## src/rtl/ccsds123_stim_gen.sv

```systemverilog
// ccsds123_stim_gen
//   AXI4-Stream sample source and result monitor for the CCSDS-123 compressor.
//   Emits frames (1..255, 0 means 1) of NX*NY*NZ samples in BIP order, LANES
//   samples per beat, with one of four data patterns and LFSR-driven bubbles.
//   tready is fully honoured. In parallel it counts compressor output strobes
//   and flags when frames*N of them have arrived.
//
// Ports
//   clk, aresetn          : clock, asynchronous active-low reset
//   start                 : one-cycle start pulse (ignored while running)
//   mode                  : 0 ramp, 1 descending, 2 LFSR random, 3 all-ones
//   bubble_thresh         : bubble probability thresh/256, 0 disables bubbles
//   frames                : number of frames to send, 0 treated as 1
//   m_axis_tdata/tvalid/tlast/tready : sample stream, lane 0 in the LSBs
//   res_valid             : compressor output word strobe
//   busy, done            : source active / all beats accepted
//   res_count, res_done   : saturating strobe count since start, count reached
//
// D must not exceed 32 (random samples are taken from a 32-bit LFSR).
module ccsds123_stim_gen #(
  parameter int unsigned D         = 16,
  parameter int unsigned NX        = 4,
  parameter int unsigned NY        = 4,
  parameter int unsigned NZ        = 16,
  parameter int unsigned LANES     = 1,
  parameter int unsigned FW        = 8,
  parameter int unsigned CW        = 32,
  parameter logic [31:0] LFSR_SEED = 32'hACE12468
) (
  input  logic                 clk,
  input  logic                 aresetn,
  input  logic                 start,
  input  logic [1:0]           mode,
  input  logic [7:0]           bubble_thresh,
  input  logic [FW-1:0]        frames,
  output logic [LANES*D-1:0]   m_axis_tdata,
  output logic                 m_axis_tvalid,
  output logic                 m_axis_tlast,
  input  logic                 m_axis_tready,
  input  logic                 res_valid,
  output logic                 busy,
  output logic                 done,
  output logic [CW-1:0]        res_count,
  output logic                 res_done
);

  localparam int unsigned N    = NX * NY * NZ;
  localparam int unsigned IW   = $clog2(N + 1);
  localparam logic [31:0] POLY = 32'h80200003;

  typedef enum logic [1:0] {S_IDLE, S_RUN, S_DONE} state_t;

  function automatic logic [31:0] lfsr_step(input logic [31:0] s);
    return s[0] ? ((s >> 1) ^ POLY) : (s >> 1);
  endfunction

  state_t               r_state;
  logic [1:0]           r_mode;
  logic [7:0]           r_thresh;
  logic [FW-1:0]        r_frames_eff;
  logic [CW-1:0]        r_expected;
  logic [IW-1:0]        r_idx;
  logic [FW-1:0]        r_frame;
  logic                 r_final;
  logic [31:0]          r_dlfsr;
  logic [31:0]          r_blfsr;
  logic [LANES*D-1:0]   r_tdata;
  logic                 r_tvalid;
  logic                 r_tlast;
  logic                 r_busy;
  logic                 r_done;
  logic [CW-1:0]        r_res_count;
  logic                 r_res_done;

  logic                 w_start;
  logic                 w_accept;
  logic                 w_finish;
  logic                 w_decide;
  logic                 w_bubble;
  logic [1:0]           w_mode;
  logic [7:0]           w_thresh;
  logic [FW-1:0]        w_frames_in;
  logic [FW-1:0]        w_frames_eff;
  logic [IW-1:0]        w_idx;
  logic [FW-1:0]        w_frame;
  logic                 w_last_beat;
  logic                 w_final;
  logic [IW-1:0]        w_next_idx;
  logic [LANES*D-1:0]   w_beat;
  logic [31:0]          w_walk;
  logic [31:0]          w_dlfsr_next;

  assign w_start  = start && (r_state != S_RUN);
  assign w_accept = r_tvalid && m_axis_tready;
  assign w_finish = (r_state == S_RUN) && w_accept && r_final;
  // A decision cycle either presents the next beat or draws a bubble. The
  // start cycle is one as well, so beat 0 can appear right after start.
  assign w_decide = w_start || ((r_state == S_RUN) && (!r_tvalid || w_accept));

  // On the start cycle the registered settings are stale; use the inputs.
  assign w_frames_in  = (frames == '0) ? FW'(1) : frames;
  assign w_mode       = w_start ? mode          : r_mode;
  assign w_thresh     = w_start ? bubble_thresh : r_thresh;
  assign w_frames_eff = w_start ? w_frames_in   : r_frames_eff;
  assign w_idx        = w_start ? '0            : r_idx;
  assign w_frame      = w_start ? '0            : r_frame;

  assign w_bubble    = (r_blfsr[7:0] < w_thresh);
  assign w_last_beat = ((32'(w_idx) + LANES) == N);
  assign w_final     = w_last_beat && ((32'(w_frame) + 32'd1) == 32'(w_frames_eff));
  assign w_next_idx  = w_last_beat ? '0 : IW'(32'(w_idx) + LANES);

  // Lane k takes the data LFSR after k steps; the register advances LANES steps.
  always_comb begin
    w_beat = '0;
    w_walk = r_dlfsr;
    for (int unsigned k = 0; k < LANES; k++) begin
      case (w_mode)
        2'd0:    w_beat[k*D +: D] = D'(32'(w_idx) + k);
        2'd1:    w_beat[k*D +: D] = D'(N - 32'd1 - 32'(w_idx) - k);
        2'd2:    w_beat[k*D +: D] = w_walk[D-1:0];
        default: w_beat[k*D +: D] = '1;
      endcase
      w_walk = lfsr_step(w_walk);
    end
    w_dlfsr_next = w_walk;
  end

  always_ff @(posedge clk or negedge aresetn) begin
    if (!aresetn) begin
      r_state      <= S_IDLE;
      r_mode       <= '0;
      r_thresh     <= '0;
      r_frames_eff <= '0;
      r_expected   <= '0;
      r_idx        <= '0;
      r_frame      <= '0;
      r_final      <= 1'b0;
      r_dlfsr      <= LFSR_SEED;
      r_blfsr      <= LFSR_SEED;
      r_tdata      <= '0;
      r_tvalid     <= 1'b0;
      r_tlast      <= 1'b0;
      r_busy       <= 1'b0;
      r_done       <= 1'b0;
      r_res_count  <= '0;
      r_res_done   <= 1'b0;
    end else begin
      if (w_start) begin
        r_state      <= S_RUN;
        r_mode       <= mode;
        r_thresh     <= bubble_thresh;
        r_frames_eff <= w_frames_in;
        r_expected   <= CW'(w_frames_in) * CW'(N);
        r_busy       <= 1'b1;
        r_done       <= 1'b0;
        r_idx        <= '0;
        r_frame      <= '0;
        r_res_count  <= '0;
        r_res_done   <= 1'b0;
      end else if (r_state != S_IDLE) begin
        if (res_valid && (r_res_count != '1))
          r_res_count <= r_res_count + CW'(1);
        if (r_res_count >= r_expected)
          r_res_done <= 1'b1;
      end

      if (w_finish) begin
        r_state <= S_DONE;
        r_busy  <= 1'b0;
        r_done  <= 1'b1;
      end

      if (w_decide) begin
        r_blfsr <= lfsr_step(r_blfsr);
        if (w_finish || w_bubble) begin
          r_tvalid <= 1'b0;
          r_tlast  <= 1'b0;
        end else begin
          r_tvalid <= 1'b1;
          r_tdata  <= w_beat;
          r_tlast  <= w_last_beat;
          r_final  <= w_final;
          r_dlfsr  <= w_dlfsr_next;
          r_idx    <= w_next_idx;
          if (w_last_beat)
            r_frame <= w_frame + FW'(1);
        end
      end
    end
  end

  assign m_axis_tdata  = r_tdata;
  assign m_axis_tvalid = r_tvalid;
  assign m_axis_tlast  = r_tlast;
  assign busy          = r_busy;
  assign done          = r_done;
  assign res_count     = r_res_count;
  assign res_done      = r_res_done;

endmodule

```

## config.mk

```make
export PLATFORM = sky130hd
export DESIGN_NAME = ccsds123_stim_gen
export DESIGN_NICKNAME = d
export VERILOG_FILES = /design/src/rtl/ccsds123_stim_gen.sv
export SDC_FILE = /design/constraint.sdc
export NUM_CORES = 1
export LEC_CHECK = 0
export CELL_PAD_IN_SITES_DETAIL_PLACEMENT = 1
export CELL_PAD_IN_SITES_GLOBAL_PLACEMENT = 2
export CORE_AREA = 4 4 189 145
export DETAILED_ROUTE_END_ITERATION = 10
export DIE_AREA = 0 0 193 149
export PLACE_DENSITY = 0.78
export SETUP_SLACK_MARGIN = 0.05
export SYNTH_ARGS = -nofsm -noshare
export SYNTH_HDL_FRONTEND = slang
export SYNTH_SLANG_ARGS = --single-unit
```

## constraint.sdc

```tcl
create_clock -name clk -period 3.6 [get_ports clk]
set_input_delay 0.72 -clock clk [delete_from_list [all_inputs] [get_ports clk]]
set_output_delay 0.72 -clock clk [all_outputs]
set_load 0.05 [all_outputs]
```

==> impl_results.md, run 1 <==
- Critical Path Source: start
- Die height: between 100 and 150 um
- # resized after CTS: 0
- Reg-to-Reg Start: r_state[1]
- Main synth FF type: dfrtp_1
- Post-synth top area cell: dfrtp_1
- Setup Fix Bufs, Post-CTS: 0
- Total wire length: 20.2 mm
- Clk_lat worst skew: between 400 and 500 ps
- Grt ovf: 0
- Total track usage: 14.6%
- Syn_area_per_cell: between 10 and 15 um^2
- Final hold slack: 361 ps
- Critical path class: primary input to flop
- # setup viols final: 0
- Syn Nets: 760
- Antenna violations before repair: 0
- Vias: between 5k and 6k
- Slew HR: roughly 47%
- DR iter-0 viols: 285
- Routed wire per std cell: 17.2 um
- First-pass DRT Iterations: 4
- Worst EP arrival: 3520 ps
- Netlist cell types: between 60 and 70
- Placement Rows: 51
- Multi-input logic area: ~0.0035 mm^2
- Hold Crit Class: primary input to asynchronous set/reset pin
- Largest net degree at the start of global routing: 87
- Detailed Place HPWL: 14.5 mm
- IR drop worst, VDD: around 340 uV
- Area contributors post-synth: dfrtp_1, mux2_2, dfstp_2
- H-tree depth: 4
- RSZ-0062 raised after global routing: no
- Worst Path Required: slightly below 4000 ps
- CTS tree: built
- Fin. Hold Viols: 0
- Vias in the first global route: around 6.2k
- Seq. cell area: 0.00406 mm^2
- Area growth from synthesis to layout: 25.4%
- Placed insts: between 1k and 1.5k
- Fillers: 2772
- Share of layout cells above drive strength 1: 21.0%
- Finished Layout Cells: approximately 1.2k
- Achievable Freq: 316 MHz
- Crit. End Element: flop
- Final net count: 857
- Status: finished clean
- CTS Sinks: 161
- Syn Std Cell Area: 0.00781 mm^2
- Core area: between 0.02 and 0.03 mm^2
- Worst slew pin tran: 789 ps
- Max clock buf depth: 2
- Post-synth top area share: around 43%
- Chip Width: 193 um
- CTS root buf: clkbuf_16
- Total of max-cap violations: 0
- GP Congestion: 0.810
- Die area: 0.0288 mm^2
- Final Instance Area: approximately 0.01 mm^2
- Num ports: 76
- Yosys warns: 0
- Asr flop ratio synth: 100%
- Synth Register Bits: 161
- Residual DRC count: 0
- Seq/Total Area, Yosys: about 52%
- Min Tclk post-route: roughly 3200 ps
- Cell count after synthesis: ~720
- Post-DP Area: 0.00922 mm^2
- Power Density: ~750 mW/mm^2
- Pins Over Slew Limit: 0
- P_leak: ~0.0042 uW
- Worst-path clk slew: around 70 ps
- EDFF count, synth: 0
- Num CTS Buffers: 17
- First-pass GRT wire length: 33.5 mm
- Vias/cell: between 5 and 6
- Post-DRT Antenna Nets: 0
- Final period utilization: 88.0%
- # hold bufs at CTS: 0
- Pwr Total: 7340 uW
- Ant diodes: 0
- Final Skew: between 10 and 15 ps
- Number of I/O port buffers: 75
- Crit path max fanout: 23
- Starting Density: a little under a third
- Startpoint types: primary input
[final cells by class]
cell class	instances	share of cell area [%]
clock buffers	18	4.49
repair buffers	112	11.3
well taps	344	4.40
flip-flops and latches	161	41.5
clock inverters	14	1.33
multi-input cells	500	36.1
inverters	23	0.882
[power by group]
group	internal [uW]	switching, uW
clock network	925	825
registers	2470	403
logic	1280	1430
[layout by cell type, fill, tap and decap left out, types with 10 or more instances in the layout]
| cell | Yosys | routed |
|---|---|---|
| mux2_2 | 62 | 62 |
| nor3_1 | 10 | 10 |
| clkdlybuf4s50_1 | 0 | 74 |
| xnor2_1 | 26 | 26 |
| nor2_1 | 42 | 41 |
| dfstp_2 | 26 | 26 |
| a21o_1 | 14 | 14 |
| dfrtp_1 | 135 | 133 |
| nand2_1 | 69 | 69 |
| clkbuf_16 | 0 | 17 |
| ha_1 | 19 | 19 |
| xor2_1 | 24 | 24 |
| buf_4 | 1 | 31 |
| nand3_1 | 21 | 21 |
| and2_1 | 11 | 11 |
| o21ai_0 | 40 | 40 |
| inv_1 | 23 | 23 |
| a21oi_1 | 26 | 26 |
[state kept, by name, summed over array words and instances (netlist names)]
signal,count
r_blfsr,32
r_thresh,8
r_mode,2
r_expected,8
m_axis_tvalid,1
m_axis_tlast,1
r_frames_eff,8
r_idx,9
r_state,2
m_axis_tdata,16
r_final,1
r_dlfsr,32
r_frame,8
res_done,1
res_count,32
[logic make-up after synthesis]
logic type,Yosys count,synth area share (%)
AOI/OAI and AO/OA,144,12.2
xor gates and xnor gates,50,5.61
adders and majority gates,19,3.05
buffers and inverters,57,2.97
DFF,161,52.0
muxes,71,10.1
and+or+nand+nor,216,14.1
[final timing paths]
path,endpoint,slack (ps),cells past startpoint
setup / recovery,r_frame[6],430,12
hold / removal,r_blfsr[11],360,1
setup reg to reg,r_frame[6],570,12
hold reg to reg,m_axis_tdata[9],480,2
max in group asynchronous,res_count[0],2460,2
min in group clk,m_axis_tdata[9],480,2
[stage by stage]
| stage | setup slack [ps] | utilization (%) | TNS [ps] |
|---|---|---|---|
| 6_report | 431 | 38.3 | 0 |
| 5_1_grt | 205 | 38.3 | 0 |
| 3_5_place_dp | -28.2 | 36.0 | -233 |
| 4_1_cts | 419 | 38.3 | 0 |
| 2_1_floorplan | 105 | - | 0 |
| 3_3_place_gp | 25.3 | 36.0 | 0 |
[metal layers]
| metal | routed length [um] | vias up | track usage [%] |
|---|---|---|---|
| met1 | 10300 | 3011 | 21.6 |
| met3 | 912 | 17 | 3.98 |
| met2 | 8780 | 91 | 21.6 |
| li1 | - | 2754 | - |
| met5 | 0 | - | 0 |
| met4 | 180 | 0 | 3.33 |
[cell usage after synthesis (all sizes together), types with 4 or more instances]
cell type / number
dfstp: 26
nor3: 10
a211oi: 7
or3: 7
buf: 16
a31oi: 5
clkbuf: 18
nor2: 42
o21a: 4
a311oi: 6
mux2: 62
nand3: 22
and2: 12
nand2: 69
and4: 6
o21ai: 40
xor2: 24
or4: 7
nand4: 9
a221oi: 6
mux2i: 9
o31ai: 9
o211ai: 9
inv: 23
xnor2: 26
a21o: 14
a21oi: 28
ha: 19
dfrtp: 135
nor4: 8
nor3b: 5
and3: 9
[worst max-delay path, cell delays in order]
cell             delay [ps]
clkdlybuf4s50_1         500
nand2_1                 100
buf_12                  160
mux2i_1                 140
ha_1                    300
and4_1                  230
a21oi_1                  70
a21oi_1                 350
a21oi_4                 100
buf_12                  180
or4_1                   500
a21oi_1                 150
Power figures use the tool's default switching activity.
==> run 2: changes to the inputs <==
- CAP_MARGIN: unset -> 20
- SLEW_MARGIN: unset -> 40
==> run 2 against run 1 <==
Non-clock buffer count unchanged. Clock skew down 0.57 ps. Design area barely moved. Routed wire length about the same. Critical path depth unchanged. Worst hold slack lost 13 ps. Sequential power barely moved. Register-to-register slack is essentially flat. Fmax barely moved. Critical path type unchanged. Largest power group unchanged.
==> impl_results.md, run 2 (synthesis results as in run 1) <==
- Share of layout cells above drive strength 1: 21.0% (unchanged)
- Worst Path Required: 3950 ps (was 3960 ps)
- CTS tree: built (unchanged)
- Core area: 0.0256 mm^2 (unchanged)
- Vias: 5875 (was 5873)
- RSZ-0062 raised after global routing: no (unchanged)
- Vias in the first global route: 6224 (unchanged)
- Final hold slack: 349 ps (was 361 ps)
- CP endpoint: r_frame[6] (unchanged)
- Vias/cell: 5.01 (about the same)
- P_leak: 0.00422 uW (about the same)
- GP Congestion: 0.810 (unchanged)
- Combinational share of power: 37.0% (about the same)
- Reg-to-Reg Start: r_state[1] (unchanged)
- Achievable Freq: 316 MHz (about the same)
- Num CTS Buffers: 17 (unchanged)
- # setup viols final: 0 (unchanged)
- Number of I/O port buffers: 75 (unchanged)
- Power share of the clock group: 23.9% (about the same)
- Fillers: 2772 (unchanged)
- # resized after CTS: 0 (unchanged)
- Largest net degree at the start of global routing: 87 (unchanged)
- # hold bufs at CTS: 0 (unchanged)
- Final net count: 857 (unchanged)
- First-pass DRT Iterations: 4 (unchanged)
- Max clock buf depth: 2 (unchanged)
- Total track usage: 14.6% (unchanged)
- Finished Layout Cells: 1172 (unchanged)
- Net load switching power: 2660 uW (about the same)
- Grt ovf: 0 (unchanged)
- Antenna violations before repair: 0 (unchanged)
- Die height: 149 um (unchanged)
- Final period utilization: 88.0% (about the same)
- Detailed Place HPWL: 14.5 mm (unchanged)
- Startpoint types: primary input (unchanged)
- Worst r2r path cells: 12 (unchanged)
- H-tree depth: 4 (unchanged)
- Setup Fix Bufs, Post-CTS: 0 (unchanged)
- Total of max-cap violations: 0 (unchanged)
- Final Skew: 14.0 ps (was 14.6 ps)
- Crit. End Element: flop (unchanged)
- First-pass GRT wire length: 33.5 mm (unchanged)
- Most common cell after layout, fill and taps aside: dfrtp_1 (unchanged)
- Critical path class: primary input to flop (unchanged)
- Min Tclk post-route: 3170 ps (about the same)
- Worst-path clk slew: 70 ps (about the same)
- Int Power: 4680 uW (about the same)
- Die area: 0.0288 mm^2 (unchanged)
- Most frequent cells in the layout: dfrtp_1, clkdlybuf4s50_1, nand2_1 (unchanged)
- Ant diodes: 0 (unchanged)
- IR drop worst, VDD: 338 uV (about the same)
- Worst slew pin tran: 688 ps (was 789 ps)
- Setup TNS Final: 0 ps (unchanged)
- Status: finished clean (unchanged)
- Power Density: 750 mW/mm^2 (about the same)
- Clk_lat worst skew: 440 ps (about the same)
- RR Endpoint: r_frame[6] (unchanged)
- Hold Crit Class: primary input to asynchronous set/reset pin (unchanged)
- Residual DRC count: 0 (unchanged)
- Num ports: 76 (unchanged)
- Slew HR: 54.1% (was 47.4%)
- Chip Width: 193 um (unchanged)
- Starting Density: 30.5% (unchanged)
- CTS root buf: clkbuf_16 (unchanged)
- Total wire length: 20.2 mm (about the same)
- CTS Sinks: 161 (unchanged)
- Flop2flop setup slack: 570 ps (about the same)
- Worst EP arrival: 3520 ps (about the same)
- Routed wire per std cell: 17.2 um (about the same)
- Placement Rows: 51 (unchanged)
- Sequential share of power: 39.2% (about the same)
- Placed insts: 1140 (unchanged)
- Pins Over Slew Limit: 0 (unchanged)
- Crit path max fanout: 23 (unchanged)
- Sw frac: 36.2% (about the same)
- DR iter-0 viols: 285 (unchanged)
- Post-DRT Antenna Nets: 0 (unchanged)
- Critical Path Source: start (unchanged)
- Area growth from synthesis to layout: 25.4% (about the same)
- Fin. Hold Viols: 0 (unchanged)
-- run 2: area by class of cell --
| cell class | instances | area [um^2] | area share, % |
|---|---|---|---|
| sequential | 161 | 4060 | 41.5 |
| multi-input combinational | 500 | 3530 | 36.1 |
| timing repair buffer | 112 | 1110 | 11.3 |
| clock buffer | 18 | 439 | 4.49 |
| tap | 344 | 430 | 4.40 |
| clock inverter | 14 | 130 | 1.33 |
| inverter | 23 | 86.3 | 0.882 |
-- run 2: how the worst min path moves through the flow --
stage / from / slack (ps) / to
CTS: aresetn / 370 / r_thresh[5]
detailed placement: m_axis_tdata[2] / 480 / m_axis_tdata[2]
global route: aresetn / 370 / r_blfsr[12]
global placement: r_thresh[1] / 460 / r_thresh[1]
floorplan: aresetn / 420 / m_axis_tdata[0]
finish: aresetn / 350 / r_blfsr[11]
-- run 2: layer usage --
metal,vias to the layer above,global-route usage [%],wire length (um)
met5,-,0,0
met4,0,3.33,180
met3,17,3.98,912
met2,91,21.6,8780
met1,3013,21.6,10300
li1,2754,-,-
-- run 2: stage by stage --
step / total power (uW) / util, % / worst slack, ps / cell area [um^2]
after floorplan: 4660 / - / 105 / 7810
after global placement: 5570 / 36.0 / 25.3 / 9220
after detailed placement: 5660 / 36.0 / -28.2 / 9220
after CTS: 7460 / 38.3 / 419 / 9790
after global routing: 7830 / 38.3 / 205 / 9790
final: 7340 / 38.3 / 431 / 9790
-- run 2: critical path: stages --
cell	delay, ps
clkdlybuf4s50_1	500
nand2_1	100
buf_12	160
mux2i_1	140
ha_1	300
and4_1	230
a21oi_1	70
a21oi_1	350
a21oi_4	100
buf_12	180
or4_1	500
a21oi_1	150
-- run 2: power groups by stage --
stage | Sequential [uW] | Clock [uW] | Combinational (uW)
finish | 2870 | 1750 | 2710
global route | 2960 | 1890 | 2980
CTS | 2880 | 1810 | 2770
detailed placement | 2910 | 0 | 2750
global placement | 2890 | 0 | 2670
floorplan | 3180 | 0 | 1480
==> run 3: changes to the inputs <==
- PLACE_DENSITY: 0.78 -> 0.71
==> run 3 against run 2 <==
Clock skew fell by 0.54 ps. Design area fell by 0.11%. Clock-buffer cell count did not move. Utilization barely moved. Sequential share of layout area barely moved. Combinational power fell by 2%. Power rose by 1.1%. Flip-flop and latch count did not move. Largest power group unchanged. Non-clock buffer count fell by 6. First-iteration DRC count fell by 5.3%. Global-route usage rose by 0.33 points. Clock power rose by 9%.
==> impl_results.md, run 3 (synthesis results as in run 1) <==
- Status: finished clean (unchanged)
- Worst-path clk slew: 70 ps (about the same)
- Most common cell after layout, fill and taps aside: dfrtp_1 (unchanged)
- CTS tree: built (unchanged)
- Pins Over Slew Limit: 0 (unchanged)
- Startpoint types: primary input (unchanged)
- Final period utilization: 87.0% (was 88.0%)
- Detailed Place HPWL: 14.5 mm (about the same)
- Final net count: 851 (was 857)
- Die height: 149 um (unchanged)
- IR drop worst, VDD: 305 uV (was 338 uV)
- Placed insts: 1134 (was 1140)
- Grt ovf: 0 (unchanged)
- Critical path class: primary input to flop (unchanged)
- Area growth from synthesis to layout: 25.3% (was 25.4%)
- Critical path's most frequent cell: a21oi_1 (unchanged)
- Fillers: 2787 (was 2772)
- Most frequent cells in the layout: dfrtp_1, clkdlybuf4s50_1, nand2_1 (unchanged)
- # hold bufs at CTS: 0 (unchanged)
- Fin. Hold Viols: 0 (unchanged)
- Core area: 0.0256 mm^2 (unchanged)
- Achievable Freq: 319 MHz (was 316 MHz)
- Routed wire per std cell: 17.6 um (was 17.2 um)
- GP Congestion: 0.783 (was 0.810)
- H-tree depth: 4 (unchanged)
- Vias in the first global route: 6022 (was 6224)
- Ant diodes: 0 (unchanged)
- Setup Fix Bufs, Post-CTS: 0 (unchanged)
- Worst Path Required: 3960 ps (was 3950 ps)
- Worst EP arrival: 3490 ps (was 3520 ps)
- Vias: 5747 (was 5875)
- Die area: 0.0288 mm^2 (unchanged)
- DR iter-0 viols: 270 (was 285)
- Total wire length: 20.5 mm (was 20.2 mm)
- Min Tclk post-route: 3130 ps (was 3170 ps)
- Residual DRC count: 0 (unchanged)
- PnR worst setup slack: 469 ps (was 431 ps)
- Number of I/O port buffers: 75 (unchanged)
- Chip Width: 193 um (unchanged)
- Power Density: 759 mW/mm^2 (was 750 mW/mm^2)
- Share of layout cells above drive strength 1: 20.6% (was 21.0%)
- Setup Slack @ Placement: 12.1 ps (was -28.2 ps)
- # setup viols final: 0 (unchanged)
- Total track usage: 15.0% (was 14.6%)
- Total of max-cap violations: 0 (unchanged)
- Crit-path cells: clkdlybuf4s50_1 > nand2_1 > buf_4 > mux2i_1 > ha_1 > and4_1 > a21oi_1 > a21oi_1 > a21oi_4 > buf_12 > or4_1 > a21oi_1 (was clkdlybuf4s50_1 > nand2_1 > buf_12 > mux2i_1 > ha_1 > and4_1 > a21oi_1 > a21oi_1 > a21oi_4 > buf_12 > or4_1 > a21oi_1)
- Critical Path Max Stage Delay: 510 ps (was 500 ps)
- First-pass DRT Iterations: 4 (unchanged)
- Max clock buf depth: 2 (unchanged)
- Crit. End Element: flop (unchanged)
- Hold Crit Class: primary input to asynchronous set/reset pin (unchanged)
- Starting Density: 30.5% (unchanged)
- Slowest cell on the critical path: or4_1 (was clkdlybuf4s50_1)
- Slew HR: 47.6% (was 54.1%)
- Placement Rows: 51 (unchanged)
- Worst slew pin tran: 784 ps (was 688 ps)
- Final Skew: 13.5 ps (was 14.0 ps)
- Largest net degree at the start of global routing: 76 (was 87)
- Clk_lat worst skew: 430 ps (was 440 ps)
- CTS Sinks: 161 (unchanged)
- Post-DRT Antenna Nets: 0 (unchanged)
- Vias/cell: 4.93 (was 5.01)
- Finished Layout Cells: 1166 (was 1172)
- Setup TNS Final: 0 ps (unchanged)
- P_leak: 0.00420 uW (was 0.00422 uW)
- WP buf/inv: 3 (unchanged)
- Final Util: 38.2% (was 38.3%)
- Crit path max-delay family: buffers and inverters (unchanged)
- RSZ-0062 raised after global routing: no (unchanged)
- Crit path max fanout: 28 (was 23)
- First-pass GRT wire length: 33.9 mm (was 33.5 mm)
- Antenna violations before repair: 0 (unchanged)
- Num CTS Buffers: 17 (unchanged)
- Num ports: 76 (unchanged)
- CTS root buf: clkbuf_16 (unchanged)
- # resized after CTS: 0 (unchanged)
## run 3: cell count changes in the layout (fill, tap and decap cells not counted), sizes merged
| cell | previous run | this run |
|---|---|---|
| buf | 37 | 32 |
| bufinv | 0 | 1 |
| clkbuf | 19 | 18 |
| clkinv | 9 | 5 |
| clkinvlp | 1 | 0 |
| inv | 27 | 31 |
## run 3: path summary, 6_finish.rpt
kind / start / end / slack [ps] / depth (start not counted)
setup reg to reg: r_state[1] / m_axis_tdata[4] / 480 / 13
hold / removal: aresetn / m_axis_tdata[5] / 330 / 1
max in group asynchronous: aresetn / r_expected[11] / 2350 / 3
min in group clk: m_axis_tdata[5] / m_axis_tdata[5] / 480 / 1
setup / recovery: start / r_frame[3] / 470 / 12
hold reg to reg: m_axis_tdata[5] / m_axis_tdata[5] / 480 / 1
## run 3: metal layers
metal	global-route usage [%]	vias up	part of all wire (%)
met1	23.2	2925	54
li1	-	2750	-
met5	0	-	0
met4	3.22	0	0.54
met3	3.60	6	3.2
met2	21.1	66	42
## run 3: where the power goes
part	switching [uW]	internal [uW]	total [uW]	leakage, uW
Sequential	397	2470	2870	0.00200
Combinational	1410	1240	2660	0.00190
Clock	873	1020	1900	0.000305
## run 3: worst reg2reg max path, delay by kind of cell, from the launching register on
family                     cells  cell delay (ps)
DFF                            1              470
buffers and inverters          3              580
adders and majority gates      1              280
muxes                          1              260
and+or+nand+nor                3              540
AOI/OAI and AO/OA              5              860
## run 3: area by class of cell
cell class / instances / area, um^2 / area share [%]
Clock inverter: 14 / 184 / 1.88
Sequential cell: 161 / 4060 / 41.6
Tap cell: 344 / 430 / 4.40
Multi-Input combinational cell: 500 / 3540 / 36.2
Inverter: 23 / 86.3 / 0.883
Timing Repair Buffer: 106 / 1030 / 10.6
Clock buffer: 18 / 439 / 4.49
## run 3: through the flow
step                      area (um^2)  hold slack [ps]  power [uW]
after floorplan                  7810              424        4660
after global routing             9780              360        7920
after CTS                        9780              346        7550
after detailed placement         9160              458        5600
final                            9780              326        7420
after global placement           9150              458        5530
